===== src/rtl/int_perceptron_trainer.sv =====
// Sequential perceptron trainer: runs the learning rule over a latched 4-sample set,
// epoch by epoch, and publishes Q4.12 weights for the integer inference path.
module int_perceptron_trainer #(
   parameter int TAM        = 16,
   parameter int MAX_EPOCHS = 100,
   parameter int EPOCH_W    = 8
) (
   input  logic               clk,
   input  logic               rst_n,
   input  logic               start,
   input  logic [4*TAM-1:0]   in1,
   input  logic [4*TAM-1:0]   in2,
   input  logic [3:0]         d,
   input  logic [TAM-1:0]     eta,
   input  logic [TAM-1:0]     w0_init,
   input  logic [TAM-1:0]     w1_init,
   input  logic [TAM-1:0]     w2_init,
   output logic [TAM-1:0]     w0,
   output logic [TAM-1:0]     w1,
   output logic [TAM-1:0]     w2,
   output logic               busy,
   output logic               done,
   output logic               converged,
   output logic [EPOCH_W-1:0] epochs
);

   localparam int FRAC = 12;

   typedef enum logic [2:0] {StIdle, StInit, StEval, StUpdate, StEndEpoch, StDone} state_t;

   state_t             state;
   logic [4*TAM-1:0]   in1_q, in2_q;
   logic [3:0]         d_q;
   logic [TAM-1:0]     eta_q, w0_init_q, w1_init_q, w2_init_q;
   logic [TAM-1:0]     v;
   logic [1:0]         k;
   logic               err;

   logic [TAM-1:0]     x1, x2, dw1, dw2;
   logic               y, wrong;
   logic [EPOCH_W-1:0] epochs_inc;

   // Full-width signed product, keep bits [FRAC+TAM-1:FRAC] (wraps on overflow).
   function automatic logic [TAM-1:0] qmul(input logic [TAM-1:0] a, input logic [TAM-1:0] b);
      logic signed [2*TAM-1:0] p;
      p = $signed({{TAM{a[TAM-1]}}, a}) * $signed({{TAM{b[TAM-1]}}, b});
      return p[FRAC +: TAM];
   endfunction

   always_comb begin
      x1         = in1_q[TAM*k +: TAM];
      x2         = in2_q[TAM*k +: TAM];
      dw1        = qmul(eta_q, x1);
      dw2        = qmul(eta_q, x2);
      y          = ~v[TAM-1];
      wrong      = (d_q[k] != y);
      epochs_inc = epochs + 1'b1;
   end

   always_ff @(posedge clk or negedge rst_n) begin
      if (!rst_n) begin
         state     <= StIdle;
         in1_q     <= '0;
         in2_q     <= '0;
         d_q       <= '0;
         eta_q     <= '0;
         w0_init_q <= '0;
         w1_init_q <= '0;
         w2_init_q <= '0;
         v         <= '0;
         k         <= '0;
         err       <= 1'b0;
         w0        <= '0;
         w1        <= '0;
         w2        <= '0;
         busy      <= 1'b0;
         done      <= 1'b0;
         converged <= 1'b0;
         epochs    <= '0;
      end else begin
         case (state)
            StIdle, StDone: begin
               if (start) begin
                  in1_q     <= in1;
                  in2_q     <= in2;
                  d_q       <= d;
                  eta_q     <= eta;
                  w0_init_q <= w0_init;
                  w1_init_q <= w1_init;
                  w2_init_q <= w2_init;
                  busy      <= 1'b1;
                  done      <= 1'b0;
                  converged <= 1'b0;
                  state     <= StInit;
               end
            end
            StInit: begin
               w0     <= w0_init_q;
               w1     <= w1_init_q;
               w2     <= w2_init_q;
               k      <= '0;
               err    <= 1'b0;
               epochs <= '0;
               state  <= StEval;
            end
            StEval: begin
               v     <= w0 + qmul(w1, x1) + qmul(w2, x2);
               state <= StUpdate;
            end
            StUpdate: begin
               if (wrong) begin
                  err <= 1'b1;
                  // d=1 with y=0 means e=+1; the only other mismatch is e=-1.
                  if (d_q[k]) begin
                     w0 <= w0 + eta_q;
                     w1 <= w1 + dw1;
                     w2 <= w2 + dw2;
                  end else begin
                     w0 <= w0 - eta_q;
                     w1 <= w1 - dw1;
                     w2 <= w2 - dw2;
                  end
               end
               if (k == 2'd3) begin
                  state <= StEndEpoch;
               end else begin
                  k     <= k + 2'd1;
                  state <= StEval;
               end
            end
            StEndEpoch: begin
               epochs <= epochs_inc;
               if (!err) begin
                  converged <= 1'b1;
                  done      <= 1'b1;
                  busy      <= 1'b0;
                  state     <= StDone;
               end else if (epochs_inc == EPOCH_W'(MAX_EPOCHS)) begin
                  converged <= 1'b0;
                  done      <= 1'b1;
                  busy      <= 1'b0;
                  state     <= StDone;
               end else begin
                  err   <= 1'b0;
                  k     <= '0;
                  state <= StEval;
               end
            end
            default: state <= StIdle;
         endcase
      end
   end

endmodule


===== config.mk =====
export PLATFORM = sky130hd
export DESIGN_NAME = int_perceptron_trainer
export DESIGN_NICKNAME = d
export VERILOG_FILES = /design/src/rtl/int_perceptron_trainer.sv
export SDC_FILE = /design/constraint.sdc
export NUM_CORES = 2
export LEC_CHECK = 0
export ABC_AREA = 1
export CORE_UTILIZATION = 28
export CTS_BUF_LIST = sky130_fd_sc_hd__clkbuf_4
export CTS_CLUSTER_DIAMETER = 40
export DETAILED_ROUTE_END_ITERATION = 10
export GPL_TIMING_DRIVEN = 0
export PLACE_DENSITY_LB_ADDON = 0.25
export RECOVER_POWER = 100
export REMOVE_ABC_BUFFERS = 1
export SLEW_MARGIN = 20
export SYNTH_ARGS = -nofsm -noshare
export SYNTH_HDL_FRONTEND = slang
export SYNTH_SLANG_ARGS = --single-unit

===== constraint.sdc =====
create_clock -name clk -period 16.4 [get_ports clk]
set_clock_uncertainty 0.1 [all_clocks]
set_input_delay 4.1 -clock clk [delete_from_list [all_inputs] [get_ports clk]]
set_output_delay 4.1 -clock clk [all_outputs]
set_load 0.005 [all_outputs]

======== Word-level counts from Yosys, hierarchy flattened ========
Index checks and enable logic that the tools add are counted.
word-level totals
  word-level logic and storage cells ...... 96
  output and inout bits ................... 59
  register bits ........................... 277
  bits of input ports ..................... 199
cells by class
  order comparisons ....................... 1
  equal/unequal tests ..................... 14
  reduce and logical (&&, ||, !) cells .... 11
  multiplexer cells ....................... 35
  multipliers ............................. 4
  bitwise operators ....................... 1
  shift operators ......................... 2
  add/sub/neg operators ................... 10
operator list
  operator                                                    count
  variable part select 64 x 7 -> 16 bit                       2
  multiplier 16 x 16 -> 28 bit                                4
  two-way mux 16 bit                                          6
  one-hot mux 16 bit (2 select lines)                         3
  adder 16 bit                                                5
  subtractor 16 bit                                           3
  one-hot mux 8 bit (2 select lines)                          1
  one-hot mux 3 bit (5 select lines)                          1
  two-way mux 3 bit                                           4
  two-way mux 1 bit                                           11
  inequality test 2 bit, second input constant                5
  adder 8 x 1 -> 8 bit, second input constant                 1
  equality test 8 x 7 -> 1 bit, second input constant         1
  equality test 3 x 2 -> 1 bit, second input constant         2
  equality test 3 bit, second input constant                  2
  two-way mux 2 bit                                           3
  one-hot mux 1 bit (2 select lines)                          3
  one-hot mux 2 bit (3 select lines)                          1
  AND reduction 2 bit                                         3
  nonzero test 2 bit                                          3
  AND reduction 4 bit                                         1
  equality test 3 x 1 -> 1 bit, second input constant         1
  logical NOT 3 bit                                           1
  less-than comparator 2 x 3 -> 1 bit, second input constant  1
  10 further kinds                                            10

======== Logic depth before layout (Yosys ltp) ========
  word-level depth ........................ 6
  mapped depth ............................ 55
  mapped depth without buffers ............ 51

======== Worst setup path after synthesis ========
Ideal clock, no wire load.
  path kind ............................... flip-flop to flip-flop
  start point ............................. register k[1]
  end point ............................... register w1[13]
  cell stages (with the launch flop) ...... 43
  library setup time ...................... 0.123 ns
  path buffers ............................ 4
  arrival time ............................ 8.370 ns
  clock period less this slack ............ 8.593 ns
  slack ................................... 7.807 ns
  data required time ...................... 16.177 ns
  cell sequence ........................... dfrtp_1 > buf_4 > inv_2 > buf_1 > clkbuf_1 > nand3_1 > nand2_1 > clkbuf_1 > nor2_1 > fa_1 > inv_1 > fa_1 > fa_1 > inv_1 > fa_1 > fa_1 > inv_1 > fa_1 > [... 7 more ...] > nand2_4 > xor2_2 > ha_1 > nor2_1 > xor2_1 > ha_1 > nand3_1 > nand2_1 > a21oi_1 > o21ai_0 > a21boi_0 > o21ai_0 > a21oi_1 > nor2_1 > nor2_1 > xor2_1 > o21ai_0 > nand2_1
on the way
  cells in the longest elaborated chain, start to end .. 6
  elaborated cells on any way between the ends .. 12
  those cells by class .................... add/sub (2); mul (1); eq/ne (2); shift (1); mux (5); reduce/logical (1)
ends and longest elaborated chain
  item                                               RTL line  text
  from (decl)                                        36        logic [1:0] k;
  from (signal assigned)                             127       k <= k + 2'd1;
  variable part select 64 x 7 -> 16 bit              51        x1 = in1_q[TAM*k +: TAM];
  multiplier 16 x 16 -> 28 bit                       46        p = $signed({{TAM{a[TAM-1]}}, a}) * $signed({{TAM{b[TAM-1]}}, b});
  subtractor 16 bit or adder 16 bit (tied branches)  120, 116
  two-way mux 16 bit                                 114       if (d_q[k]) begin
  two-way mux 16 bit                                 111       if (wrong) begin
  one-hot mux 16 bit (2 select lines)                81        case (state)
  to (signal assigned)                               99        w1 <= w1_init_q;
  to (signal assigned)                               116       w1 <= w1 + dw1;
  to (signal assigned)                               120       w1 <= w1 - dw1;
  to (decl)                                          19        output logic [TAM-1:0] w1,
Several ways; a longest one is shown, not always the timed one. The select of a mux whose other input is x is not followed.
A chain may end at the register's enable or synchronous reset.

======== Worst setup path in the final report ========
  start point ............................. register k[1]
  end point ............................... register w2[15]
on the way
  cells in the longest elaborated chain, start to end .. 6
  elaborated cells on any way between the ends .. 12
  those cells by class .................... add/sub (2); mul (1); eq/ne (2); shift (1); mux (5); reduce/logical (1)
ends and longest elaborated chain
  item                                               RTL line  text
  variable part select 64 x 7 -> 16 bit              52        x2 = in2_q[TAM*k +: TAM];
  multiplier 16 x 16 -> 28 bit                       46
  subtractor 16 bit or adder 16 bit (tied branches)  121, 117
  two-way mux 16 bit                                 114
  two-way mux 16 bit                                 111
  one-hot mux 16 bit (2 select lines)                81
  to (signal assigned)                               100       w2 <= w2_init_q;
  to (signal assigned)                               117       w2 <= w2 + dw2;
  to (signal assigned)                               121       w2 <= w2 - dw2;
  to (decl)                                          20        output logic [TAM-1:0] w2,
Several ways; a longest one is shown, not always the timed one. The select of a mux whose other input is x is not followed.

==> out/qor.yml <==
finish:
  drive_gt1_frac: 0.0340
  fin_cells: 9028
  final_common_cell: "nand2_1"
  finish.instance_area_mm2: 0.0563
  fin_nets: 8095
  most-common-layout-cells: "nand2_1 (1753), inv_1 (1340), fa_1 (929)"
  area_delta_synth_final_pct: 11.7
setup_path:
  path_max_fanout: 37
  slowest_stage: "dfrtp_1"
  worstPathArrival_ns: 14.42
  worstSetupPathType: "reg -> reg"
  worstPathRequired_ns: 17.16
  worstSetupEndpointType: "register"
  cp_common_cell: "nand2_1"
  startpoint_type: "register"
  critPathMaxStageDelay_ns: 1.71
clock_network:
  cts_resized: 0
  clock_path_buffers: 3
  cts_setup_buffers: 0
  htreeDepth: 3
  path_clk_slew_ns: 0.06
  numClockSinks: 262
  cts-root-buf: "clkbuf_4"
  cts-buffers-inserted: 90
  clock_latency_ns: 1.06
  cts_tree: "yes"
  postCtsHoldBufs: 0
timing:
  setup_viol: 0
  slew_headroom: -2.22
  post-route-period-util: 0.833
  post-route-min-period_ns: 13.66
  worst_pin_slew_ns: 4.83
  tns_ns: 0
  slew_violations: 513
  rsz0062_at_grt: "false"
  fmax_mhz: 73.2
  finalHoldViolations: 0
  setup_ws_ns: 2.74
routing:
  via_count: 41900
  drt-total-wl_um: 173000
  drc_errors: 0
  ant_nets: 0
  dr.pass1.iters: 5
  viasPerCell: 4.64
  drtIter0Drc: 2501
  post_drt_wl_per_cell_um: 19.2
synth:
  ys_ff_latch: 262
  seq_area_frac_synth: 0.130
  synth_edf_count: 0
  synth_area_per_cell_um2: 7.79
  synth_cell_type_count: 51
  synth_cells: 6468
  syn_area_mm2: 0.0504
  yosysWarnings: 0
  async_flop_share: 1.00
  synth_flop_cell: "dfrtp_1"
die:
  dieArea_mm2: 0.182
  core_region_area_mm2: 0.179
  die_w_um: 426
  rows: 155
  die_y_um: 426
  io-pin-count: 258
  start_util: 0.282
run_status:
  failed_checks: "capacitance limit, slew limit"
  status: "complete, but fails checks"
place:
  dp_cells: 8864
  placed_cell_area_mm2: 0.0555
  dp_slack_ns: 4.23
  port_buffers: 257
  dp_hpwl_um: 134000
  place_congestion: 0.899
global_routing:
  grt_pass1_wl_um: 265000
  grt_antenna_before_repair: 8
  grt_overflow: 0
  grt_use_total: 0.195
  grt_max_degree: 93
  grt_pass1_vias: 43700
min_path:
  hp-class: "reg -> reg"
flow_run:
  cap_violations: 10
==> area by class of cell <==
cell class | count | area (um^2)
tap | 2355 | 2950
clock inverter | 36 | 191
fill | 19300 | 122000
clock buffer | 123 | 923
timing repair buffer | 276 | 2760
antenna | 5 | 12.5
inverter | 1389 | 5230
sequential | 262 | 6570
multi-input combinational | 4582 | 37700
==> routing by layer <==
layer,global-route usage,part of all wire
met1,0.256,0.44
met2,0.327,0.48
met3,0.0286,0.054
met4,0.0627,0.030
met5,0,0.00034
==> worst paths after layout <==
kind	slack, ns	startpoint	depth (start not counted)	endpoint
max	2.74	k[1]$_DFFE_PN0P_	39	w2[15]$_DFFE_PN0P_
max reg2reg	2.74	k[1]$_DFFE_PN0P_	39	w2[15]$_DFFE_PN0P_
min	0.37	in2_q[59]$_DFFE_PN0P_	2	in2_q[59]$_DFFE_PN0P_
min in group asynchronous	3.83	rst_n	1	in1_q[45]$_DFFE_PN0P_
max in group asynchronous	3.98	rst_n	3	eta_q[9]$_DFFE_PN0P_
min reg2reg	0.37	in2_q[59]$_DFFE_PN0P_	2	in2_q[59]$_DFFE_PN0P_
==> through the flow <==
| stage | hold WS [ns] | utilization |
|---|---|---|
| after CTS | 0.373 | 0.317 |
| after global placement | 0.354 | 0.308 |
| after floorplan | 0.337 | - |
| final | 0.366 | 0.315 |
| after global routing | 0.381 | 0.315 |
| after detailed placement | 0.358 | 0.311 |
==> registers in the layout, summed over array words and instances, names as in the netlist <==
register / flops
w2_init_q: 16
w1_init_q: 16
w0_init_q: 16
converged: 1
in2_q: 64
busy: 1
w0: 16
v: 1
k: 2
state: 3
epochs: 8
done: 1
w2: 16
err: 1
d_q: 4
w1: 16
eta_q: 16
in1_q: 64
==> Yosys cell counts, drive strengths merged, types with 77 or more instances <==
library cell	instances	share of area
nand2	1781	0.13
inv	1357	0.10
fa	929	0.37
nor2	626	0.047
ha	366	0.091
dfrtp	262	0.13
nand3	197	0.020
o21ai	177	0.018
a21oi	165	0.016
clkbuf	158	0.012
xor2	95	0.017
buf	77	0.0075
==> cells by family after synthesis <==
family | synth area share
and+or+nand+nor | 0.211
buffers and inverters | 0.123
adders and majority gates | 0.460
AOI/OAI and AO/OA | 0.0492
DFF | 0.130
xor gates and xnor gates | 0.0270
==> critical path: cells and delay by family (launching register included) <==
kind | cells | cell delay (ns)
XOR/XNOR | 2 | 0.67
buffers and inverters | 9 | 3.10
adder cells (fa/ha/maj) | 8 | 3.72
flip-flops | 1 | 1.71
AND/OR/NAND/NOR | 16 | 2.88
AO/OA/AOI/OAI | 4 | 1.22
Power is not shown: default switching activity piles up to over one toggle a cycle in this logic, so the estimate is an artifact.
